File: src/rtl/led_mux_ctrl.sv
// ---------------------------------------------------------------------------
// led_mux_ctrl
//   Sequencer for the LED output multiplexer behind the ALU. ALU results
//   arrive over a valid/ready handshake. The controller latches the function
//   value and drives the mux select. When a result carries the overflow flag,
//   the controller shows a blinking overflow indication for HOLD_CYCLES
//   cycles. It then falls back to showing the latched function value.
//
// Ports
//   Clk          in   1      system clock, rising edge
//   Rst_n        in   1      asynchronous active-low reset
//   Clear        in   1      synchronous clear back to IDLE, latched value zeroed
//   ResultValid  in   1      ALU result valid
//   ResultReady  out  1      a result can be accepted this cycle
//   FuncIn       in   WIDTH  ALU function result
//   OverflowIn   in   1      ALU overflow flag belonging to FuncIn
//   Sel          out  1      LED mux select: 0=function value, 1=overflow
//   FuncOut      out  WIDTH  latched function value for the LED mux
//   OverflowOut  out  1      blinking overflow bit for the LED mux
//   Busy         out  1      high while the overflow indication is shown
// ---------------------------------------------------------------------------
module led_mux_ctrl #(
  parameter int WIDTH       = 4,
  parameter int HOLD_CYCLES = 25000000,
  parameter int BLINK_HALF  = 6250000
) (
  input  logic             Clk,
  input  logic             Rst_n,
  input  logic             Clear,
  input  logic             ResultValid,
  output logic             ResultReady,
  input  logic [WIDTH-1:0] FuncIn,
  input  logic             OverflowIn,
  output logic             Sel,
  output logic [WIDTH-1:0] FuncOut,
  output logic             OverflowOut,
  output logic             Busy
);

  localparam int HW = $clog2(HOLD_CYCLES + 1);
  localparam int BW = $clog2(BLINK_HALF + 1);

  localparam logic [HW-1:0] HOLD_LOAD  = HW'(HOLD_CYCLES - 1);
  localparam logic [BW-1:0] BLINK_LOAD = BW'(BLINK_HALF - 1);

  localparam logic [1:0] ST_IDLE = 2'd0;
  localparam logic [1:0] ST_SHOW = 2'd1;
  localparam logic [1:0] ST_OVF  = 2'd2;

  logic [1:0]    state;
  logic [HW-1:0] hold_cnt;
  logic [BW-1:0] blink_cnt;
  logic          transfer;

  // Ready is decoded directly from the state, so it is valid in the same
  // cycle. It is forced low during Clear so that a result presented together
  // with Clear is never seen as accepted by the sender.
  assign ResultReady = (state != ST_OVF) && !Clear;
  assign transfer    = ResultValid && ResultReady;

  // The state, the counters and every output are registered here.
  // Clear takes priority over everything else.
  // The overflow dwell counts hold_cnt down from HOLD_CYCLES-1 to 0.
  // This keeps Sel high for exactly HOLD_CYCLES cycles.
  always_ff @(posedge Clk or negedge Rst_n) begin
    if (!Rst_n) begin
      state       <= ST_IDLE;
      hold_cnt    <= '0;
      blink_cnt   <= '0;
      Sel         <= 1'b0;
      FuncOut     <= '0;
      OverflowOut <= 1'b0;
      Busy        <= 1'b0;
    end else if (Clear) begin
      state       <= ST_IDLE;
      hold_cnt    <= '0;
      blink_cnt   <= '0;
      Sel         <= 1'b0;
      FuncOut     <= '0;
      OverflowOut <= 1'b0;
      Busy        <= 1'b0;
    end else begin
      case (state)
        ST_IDLE, ST_SHOW: begin
          if (transfer) begin
            FuncOut <= FuncIn;
            if (OverflowIn) begin
              state       <= ST_OVF;
              hold_cnt    <= HOLD_LOAD;
              blink_cnt   <= BLINK_LOAD;
              Sel         <= 1'b1;
              Busy        <= 1'b1;
              OverflowOut <= 1'b1;
            end else begin
              state <= ST_SHOW;
            end
          end
        end
        ST_OVF: begin
          if (hold_cnt == '0) begin
            state       <= ST_SHOW;
            Sel         <= 1'b0;
            Busy        <= 1'b0;
            OverflowOut <= 1'b0;
          end else begin
            hold_cnt <= hold_cnt - 1'b1;
            // The blink phase flips each time its half-period runs out.
            if (blink_cnt == '0) begin
              OverflowOut <= ~OverflowOut;
              blink_cnt   <= BLINK_LOAD;
            end else begin
              blink_cnt <= blink_cnt - 1'b1;
            end
          end
        end
        default: begin
          state <= ST_IDLE;
        end
      endcase
    end
  end

endmodule

File: config.mk
export PLATFORM = sky130hd
export DESIGN_NAME = led_mux_ctrl
export DESIGN_NICKNAME = d
export VERILOG_FILES = /design/src/rtl/led_mux_ctrl.sv
export SDC_FILE = /design/constraint.sdc
export NUM_CORES = 1
export LEC_CHECK = 0
export BUFFER_PORTS_ARGS = -buffer_cell sky130_fd_sc_hd__buf_2
export CAP_MARGIN = 20
export CORE_ASPECT_RATIO = 0.5
export CORE_MARGIN = 2
export CORE_UTILIZATION = 66
export CTS_CLUSTER_DIAMETER = 40
export CTS_CLUSTER_SIZE = 25
export DETAILED_ROUTE_END_ITERATION = 8
export GPL_TIMING_DRIVEN = 0
export PLACE_DENSITY = 0.85
export RECOVER_POWER = 25
export SETUP_SLACK_MARGIN = 0.3
export SLEW_MARGIN = 20
export SYNTH_ARGS = -nofsm -noshare
export SYNTH_HDL_FRONTEND = slang
export SYNTH_SLANG_ARGS = --single-unit
File: constraint.sdc
create_clock -name Clk -period 3.9 [get_ports Clk]
set_input_delay 0.195 -clock Clk [delete_from_list [all_inputs] [get_ports Clk]]
set_output_delay 0.195 -clock Clk [all_outputs]
set_load 0.01 [all_outputs]
==> reports/metrics.csv, run 1 <==
metric,value,unit
status,"finished, final reports clean",
cts_root_buf,clkbuf_8,
hold_violations,0,
synthesis.nets,382,
initial_core_util,0.678,
routed_wl,9380,um
firstDrtPassIters,6,
synthTopCellsByCount,"dfrtp_1 (56), o21ai_0 (43), nor2_1 (31)",
met1_length,3970,um
startpoint_type,register,
top_layer_used,met4,
peakVddDrop,0.328,mV
min_from,FuncIn[1],
crit_chain,nor4_1 > nand4_1 > o21ai_1 > buf_2 > buf_2 > o21ai_0 > a21oi_1,
cts_tree,done,
port_buffers,16,
rsz0062_at_grt,no,
synth_edf_count,0,
routed-wl-met2,4250,um
nets,406,
finalSetupTns,0,ns
synth.distinct_cells,65,
r2r-start,hold_cnt[9]$_DFFE_PN0P_,
syn2layout_area_growth,8.64,%
drtIter0Drc,356,
vias,3239,
cts_max_level,2,
critPathArrivalTime,3.18,ns
power_density,449,nW/um^2
yosys_warnings,0,
worst_pin_slew,1.39,ns
core-area,4890,um^2
post_cts_resized,0,
cp.required,4.15,ns
cp-startpoint,hold_cnt[9]$_DFFE_PN0P_,
cp-end-kind,register,
grt_max_degree,57,
yosysTopAreaCellShare,0.423,
cp_max_fo,10,
synth_area_leaders,"dfrtp_1 (42%), o21ai_0 (6.5%), a21oi_1 (4.1%), nor2_1 (3.5%), or4_1 (3.2%)",
critPathSlowestCell,nor4_1,
synthAdderAreaFrac,0.0151,
post_drt_wl_per_cell,20.2,um
clk_latency,0.33,ns
synthFlopType,dfrtp_1,
route.met3.wl,1020,um
synth_seq_cells,56,
fin_crit,2.93,ns
relSlewSlack,0.0718,
fp.dieH,54.1,um
synth_top_area_cell,dfrtp_1,
fp.dieW,104,um
r2r_cells,7,
place_congestion,0.987,
holdBufCountCts,1,
viasPerCell,6.98,
rows,18,
path_clk_slew,0.10,ns
cts_buffers,5,
syn_avg_cell_area,8.99,um^2
slowest_delay,0.59,ns
dp_hpwl,6330,um
hold_depth,3,
ant_nets,0,
post_cts_buffers,0,
synth_top_family_by_area,compound AO/OA/AOI/OAI gates,
track_usage,0.345,
synth_area,3320,um^2
drv_slew,0,
worst-setup-path-type,reg2reg,
crit_end,hold_cnt[8]$_DFFE_PN0P_,
synth_async_sr_flop_share,1.00,
fin_skew,0.0125,ns
min_period_over_period,0.752,
final_core_util,0.737,
synth_simple_gate_area_frac,0.234,
max_freq,0.341,GHz
cts_buffer_depth,2,
leakagePower,1.54,nW
worst-r2r-setup-slack,0.97,ns
dieArea,5640,um^2
r2r-end,hold_cnt[8]$_DFFE_PN0P_,
yosysSeqAreaShare,0.423,
cap_violations,0,
synthCells,369,
drive_above_1_share,0.122,
setup_viol_count_final,0,
hp-class,in2reg,
diodes,0,
synth-compound-area-share,0.263,
route.detailed.drc,0,
grt_pass1_wl,14700,um
synthMuxAreaShare,0.0181,
overflow,0,
synth_xor_area_frac,0.00528,
synth_most_common_cell,dfrtp_1,
tritoncts_num_sinks,56,
num_io_pins,17,
grt_pass1_vias,2950,
cp_common_cell,buf_2,
antenna_found_initial,0,
flip-flops by register name, summed over array words and instances (netlist names):
signal and count:
Busy 1, FuncOut 4, OverflowOut 1, blink_cnt 23, hold_cnt 25, state 2
cell families after synthesis:
kind of cell | count (synthesis)
buffers and inverters | 32
multiplexers | 6
AO/OA/AOI/OAI | 133
flip-flops | 56
XOR/XNOR | 2
AND/OR/NAND/NOR | 136
adder cells (fa/ha/maj) | 4
critical path: cells and delay by family (launching register included):
kind            cells  cell delay, ns
buf+inv             2            0.68
flops               1            0.45
compound gates      3            0.70
simple gates        2            1.01
cells in the final DEF (no fill, tap or decap), types with 3 or more instances in the layout:
cell       n
inv_1     13
dfrtp_1   56
clkbuf_8   5
o22ai_1    3
nor4_1     9
nand2b_1   4
a31oi_1    3
a21o_1     5
o31ai_1   10
ha_1       4
o21a_1     3
o41ai_1    3
or2_2      4
nand3_1    4
a22o_1     9
nor3_1    10
nor2_1    31
or4_1     14
o21ai_0   43
clkbuf_2   3
nand2_1   22
buf_2     16
nand4_1    5
or3_1     11
a41o_1     3
clkbuf_1  13
mux2i_1    6
a21oi_1   27
where the power goes:
group / internal [mW] / switching (mW)
sequential: 0.649 / 0.0835
combinational: 0.179 / 0.306
clock: 0.191 / 0.208
total: 1.02 / 0.598
worst min-delay path by stage:
| stage | to | slack, ns |
|---|---|---|
| floorplan | Busy$_DFFE_PN0P_ | -0.10 |
| global placement | FuncOut[3]$_DFFE_PN0P_ | 0.44 |
| detailed placement | blink_cnt[4]$_DFFE_PN0P_ | 0.29 |
| CTS | FuncOut[1]$_DFFE_PN0P_ | 0.11 |
| global route | FuncOut[0]$_DFFE_PN0P_ | 0.13 |
| finish | FuncOut[1]$_DFFE_PN0P_ | 0.11 |
metrics by stage:
stage	setup slack, ns	power, mW	hold WS [ns]	instance area, um^2	instances
detailed placement	1.12	1.20	0.291	3490	455
floorplan	1.73	1.06	-0.101	3320	369
global placement	1.12	1.18	0.436	3480	455
CTS	1.10	1.60	0.113	3610	464
finish	0.966	1.62	0.112	3600	464
global route	0.854	1.69	0.130	3600	464
layout make-up:
cell class | count | area (um^2)
Buffer | 18 | 85.1
Clock buffer | 5 | 68.8
Clock inverter | 3 | 42.5
Fill cell | 387 | 1280
Inverter | 14 | 52.6
Multi-Input combinational cell | 281 | 1780
Sequential cell | 56 | 1400
Tap cell | 70 | 87.6
Timing Repair Buffer | 17 | 87.6
per-layer routing:
layer,up-vias,global-route usage
met1,1567,0.453
met3,16,0.0896
met4,0,0.110
met2,200,0.578
li1,1456,-
met5,-,0
No activity file was read; power rests on OpenSTA's default activity.
==> run 2: changes to the inputs <==
- CORE_UTILIZATION: 66 -> 61
- PLACE_DENSITY: 0.85 -> 0.79
- clock period: 3.9 -> 2.99 ns (I/O delays scaled with it)
==> run 2 against run 1 <==
  * Cell count is 0.43% higher
  * Clock skew is 0.0063 ns lower
  * Non-clock buffer count grew 2
  * Core utilization down 2.6 points
  * Combinational power rose by 31%
  * Global-route usage decreased by 1.1 points
  * Flip-flop and latch count is the same
  * Critical path depth down 1
  * Sequential share of layout area fell by 0.19 points
  * Sequential power rose by 31%
  * Via count is 0.68% higher
  * Critical endpoint is now hold_cnt[4]$_DFFE_PN0P_
==> reports/metrics.csv, run 2 (same netlist as run 1, synthesis figures left out) <==
metric,value,unit,change
cts_buffers,5,,unchanged
peakVddDrop,0.427,mV,+30%
max_freq,0.384,GHz,+13%
cts_root_buf,clkbuf_8,,
startpoint_type,register,,
final_common_cell,dfrtp_1,,
rsz0062_at_grt,yes,,
multiInputGateArea,1790,um^2,+0.99%
overflow,0,,unchanged
track_usage,0.335,,-0.0105
ant_nets,0,,unchanged
dieArea,6080,um^2,+7.7%
worst_pin_slew,1.41,ns,+0.0145 ns
hp-class,in2reg,,
min_period_over_period,0.871,,+0.119
leakagePower,1.54,nW,+0.27%
nFillCells,401,,+3.6%
top_regs,"hold_cnt: 25 flops, blink_cnt: 23 flops, FuncOut: 4 flops",,
status,"finished, final reports clean",,
hold_depth,3,,unchanged
routed_wl,9410,um,+0.23%
path_clk_slew,0.10,ns,about the same
cts_max_level,2,,unchanged
place_congestion,0.938,,-5.0%
drv_slew,0,,unchanged
fin_skew,0.00619,ns,-0.00635 ns
power_density,563,nW/um^2,+25%
cp-end-kind,register,,
worst-setup-path-type,reg2reg,,
initial_core_util,0.651,,-0.0270
grt_max_degree,57,,unchanged
finalSetupTns,0,ns,unchanged
viasPerCell,7.00,,+0.25%
tritoncts_num_sinks,56,,unchanged
post_drt_wl_per_cell,20.2,um,-0.20%
cp_max_fo,10,,unchanged
r2r_cells,6,,-1
largest_reg_flops,25,,unchanged
p_total,2.04,mW,+26%
cts_tree,done,,
setup_viol_count_final,0,,unchanged
fin_crit,2.61,ns,-0.329 ns
grt_pass1_wl,15500,um,+5.4%
drive_above_1_share,0.131,,+0.00949
clk_latency,0.32,ns,about the same
fp.dieH,56.1,um,+3.7%
core-area,5090,um^2,+4.1%
nets,408,,+0.49%
final_cell_mix,"dfrtp_1 (56), o21ai_0 (43), nor2_1 (31)",,
drtIter0Drc,332,,-6.7%
cts_buffer_depth,2,,unchanged
grt_pass1_vias,3087,,+4.6%
port_buffers,16,,unchanged
cp.required,3.21,ns,-0.94 ns
route.detailed.drc,0,,unchanged
regMostFlops,hold_cnt,,
syn2layout_area_growth,9.17,%,
num_io_pins,17,,unchanged
cap_violations,0,,unchanged
regArea,1400,um^2,unchanged
relSlewSlack,0.0621,,-0.00968
critPathArrivalTime,2.82,ns,-0.36 ns
dp_hpwl,6480,um,+2.4%
diodes,0,,unchanged
firstDrtPassIters,5,,-1
hold_violations,0,,unchanged
rows,18,,unchanged
vias,3261,,+0.68%
antenna_found_initial,0,,unchanged
fp.dieW,108,um,+3.9%
==> run 2: path summary, 6_finish.rpt <==
check                                          start                         to  slack, ns
min in group asynchronous                      Rst_n  blink_cnt[13]$_DFFE_PN0P_       0.68
hold reg to reg            blink_cnt[18]$_DFFE_PN0P_  blink_cnt[18]$_DFFE_PN0P_       0.53
setup reg to reg                state[1]$_DFFE_PN0P_    hold_cnt[4]$_DFFE_PN0P_       0.38
max in group asynchronous                      Rst_n    hold_cnt[3]$_DFFE_PN0P_       1.46
hold / removal                             FuncIn[2]     FuncOut[2]$_DFFE_PN0P_       0.06
setup / recovery                state[1]$_DFFE_PN0P_    hold_cnt[4]$_DFFE_PN0P_       0.38
==> run 2: repair_timing <==
item,CTS,global route
endpoints found under the hold margin,56,0
hold buffers,1,0
setup buffers,0,2
pin swaps,0,1
endpoints found under the setup margin,8,21
gates resized for setup,1,4
==> run 2: area by class of cell <==
class / count / share of cell area
timing repair buffer: 19 / 0.0280
inverter: 14 / 0.0145
clock buffer: 6 / 0.0228
buffer: 18 / 0.0249
multi-input combinational: 281 / 0.496
tap: 70 / 0.0242
clock inverter: 2 / 0.00277
sequential: 56 / 0.387
==> run 2: metrics by stage <==
step	setup WS (ns)	utilization	area (um^2)	hold slack, ns	std cells
5_1_grt	0.285	0.711	3620	0.0815	466
2_1_floorplan	0.819	-	3320	-0.146	369
3_3_place_gp	0.264	0.684	3480	0.392	455
4_1_cts	0.316	0.706	3590	0.0595	464
3_5_place_dp	0.241	0.685	3490	0.253	455
6_report	0.384	0.711	3620	0.0623	466
==> run 2: per-layer routing <==
metal  global-route usage  vias to the layer above  wire [um]
met5                    0                        -          0
met4                0.108                        0        218
met3               0.0621                       27        898
met2                0.529                      207       4190
met1                0.467                     1567       4100
li1                     -                     1460          -
==> run 2: where the power goes <==
group          switching, mW  internal (mW)  leakage, nW
Combinational          0.397          0.238        0.763
Sequential             0.110          0.847        0.731
Clock                  0.260          0.186       0.0510
Total                  0.767           1.27         1.54
==> run 2: critical path, stage by stage, from the launching register on <==
cell	delay [ns]
dfrtp_1	0.46
nand3b_1	0.38
nand3_1	0.34
o21a_1	0.38
clkbuf_1	0.51
o21ai_0	0.19
a22o_1	0.22
==> run 3: changes to the inputs <==
- CORE_UTILIZATION: 61 -> 32
- CTS_BUF_LIST: unset -> sky130_fd_sc_hd__clkbuf_8
- MAX_ROUTING_LAYER: unset -> met4
- PLACE_DENSITY: 0.79 -> unset
==> run 3 against run 2 <==
  * Core utilization decreased by 35 points
  * Wire length increased by 3.3%
  * Largest power group unchanged
  * Setup slack gained 0.054 ns
==> reports/metrics.csv, run 3 (same netlist as run 1, synthesis figures left out) <==
metric,value,unit,change
cts_buffer_depth,2,,unchanged
place_congestion,0.842,,-10%
drv_slew,0,,unchanged
overflow,0,,unchanged
fin_crit,2.55,ns,-0.0541 ns
cp_max_fo,10,,unchanged
largest_reg_flops,25,,unchanged
worst_pin_slew,1.45,ns,+0.0460 ns
grt_pass1_vias,2938,,-4.8%
swShare,0.379,,+0.00287
critPathArrivalTime,2.78,ns,-0.04 ns
vias,3092,,-5.2%
fp.dieH,76.0,um,+35%
power_density,552,nW/um^2,-1.9%
tritoncts_num_sinks,56,,unchanged
dpl.cell_count,525,,+15%
grt_max_degree,57,,unchanged
num_io_pins,17,,unchanged
cts_root_buf,clkbuf_8,,
regMostFlops,hold_cnt,,
finalSetupTns,0,ns,unchanged
cp.required,3.22,ns,about the same
cp-end-kind,register,,
relSlewSlack,0.0314,,-0.0307
fp.dieW,148,um,+37%
dpl-instance-area,3570,um^2,+2.5%
route.detailed.drc,0,,unchanged
track_usage,0.186,,-0.148
diodes,0,,unchanged
post_drt_wl_per_cell,18.2,um,-10%
grt_pass1_wl,16100,um,+3.7%
status,"finished, final reports clean",,
startpoint_type,register,,
path_clk_slew,0.11,ns,about the same
fin_hold_ws,0.0539,ns,-0.00841 ns
pwr-share-seq,0.468,,about the same
power_frac_comb,0.305,,-0.007
cts_max_level,2,,unchanged
ant_nets,0,,unchanged
p_sw,777,uW,+1.4%
initial_core_util,0.327,,-0.325
worst-setup-path-type,reg2reg,,
dp_hpwl,6480,um,-0.11%
drtIter0Drc,344,,+3.6%
p_int,1.27,mW,+0.14%
port_buffers,16,,unchanged
core-area,10100,um^2,+99%
layout.cells.non_filler,535,,+15%
final_common_cell,dfrtp_1,,
antenna_found_initial,0,,unchanged
max_freq,0.392,GHz,+2.1%
viasPerCell,5.78,,-17%
final_cell_mix,"dfrtp_1 (56), o21ai_0 (43), nor2_1 (31)",,
cts_buffers,5,,unchanged
top_regs,"hold_cnt: 25 flops, blink_cnt: 23 flops, FuncOut: 4 flops",,
leakagePower,1.54,nW,-0.11%
firstDrtPassIters,5,,unchanged
p_clk_frac,0.227,,+0.008
dieArea,11200,um^2,+85%
rows,26,,+8
hp-class,in2reg,,
fin_area,3710,um^2,+2.5%
cts_tree,done,,
rsz0062_at_grt,no,,
drive_above_1_share,0.134,,+0.00286
cap_violations,0,,unchanged
setup_viol_count_final,0,,unchanged
min_period_over_period,0.853,,-0.0181
hold_violations,0,,unchanged
clk_latency,0.33,ns,about the same
routed_wl,9710,um,+3.3%
nets,407,,-0.25%
peakVddDrop,0.184,mV,-57%
fin_skew,0.00493,ns,-0.00126 ns
syn2layout_area_growth,11.9,%,
[run 3: cell count changes in the layout (fill, tap and decap cells not counted)]
| cell | previous run | this run |
|---|---|---|
| buf_2 | 13 | 11 |
| buf_4 | 3 | 2 |
| clkbuf_2 | 3 | 5 |
| nor3_1 | 9 | 10 |
| nor3_2 | 1 | 0 |
| nor4_1 | 7 | 5 |
| nor4_2 | 4 | 6 |
| o21ai_1 | 1 | 0 |
| o21ai_2 | 1 | 2 |
[run 3: critical path: stages (launching register included)]
cell and delay, ns:
dfrtp_1 0.47, nand3b_1 0.37, nand3_1 0.34, o21a_1 0.38, clkbuf_1 0.50, o21ai_0 0.19, a21o_1 0.21
[run 3: stage by stage]
stage                     utilization  power, mW  worst slack [ns]
final                           0.366       2.05             0.439
after global routing            0.366       2.18             0.329
after CTS                       0.364       2.04             0.331
after detailed placement        0.352       1.57             0.114
after global placement          0.352       1.56             0.176
after floorplan                     -       1.39             0.819
[run 3: area by class of cell]
type / count / area (um^2)
plain buffers: 18 / 92.6
clock buffers: 6 / 82.6
clock inverters: 2 / 10.0
fillers: 1062 / 6440
inverters: 14 / 52.6
multi-input cells: 281 / 1810
flip-flops and latches: 56 / 1400
well taps: 140 / 175
repair buffers: 18 / 91.3
[run 3: path summary, 6_finish.rpt]
check                      cells past startpoint  slack [ns]                       from                         to
setup reg to reg                               6        0.44       state[1]$_DFFE_PN0P_   blink_cnt[9]$_DFFE_PN0P_
min in group asynchronous                      2        0.68                      Rst_n    hold_cnt[7]$_DFFE_PN0P_
max in group asynchronous                      2        1.43                      Rst_n   hold_cnt[17]$_DFFE_PN0P_
setup / recovery                               6        0.44       state[1]$_DFFE_PN0P_   blink_cnt[9]$_DFFE_PN0P_
hold reg to reg                                1        0.53  blink_cnt[18]$_DFFE_PN0P_  blink_cnt[18]$_DFFE_PN0P_
hold / removal                                 3        0.05                  FuncIn[2]     FuncOut[2]$_DFFE_PN0P_
[run 3: power groups by stage]
| stage | logic, mW | registers, mW | clock network (mW) |
|---|---|---|---|
| 5_1_grt | 0.699 | 0.975 | 0.508 |
| 3_5_place_dp | 0.610 | 0.962 | 0 |
| 2_1_floorplan | 0.447 | 0.940 | 0 |
| 6_report | 0.625 | 0.959 | 0.466 |
| 4_1_cts | 0.617 | 0.952 | 0.474 |
| 3_3_place_gp | 0.602 | 0.961 | 0 |
[run 3: repair_timing]
action,4_1_cts,5_1_grt
buffers inserted,0,1
hold buffers,1,0
pin swaps,0,1
endpoints found under the hold margin,56,0
cloned,0,0
endpoints found under the setup margin,15,22
gates resized for setup,4,7
[run 3: routing by layer]
metal	vias to the layer above	share of wire	global-route usage
met4	0	0.011	0.0476
met5	-	0	-
li1	1457	-	-
met1	1523	0.50	0.269
met3	11	0.048	0.0317
met2	101	0.44	0.272
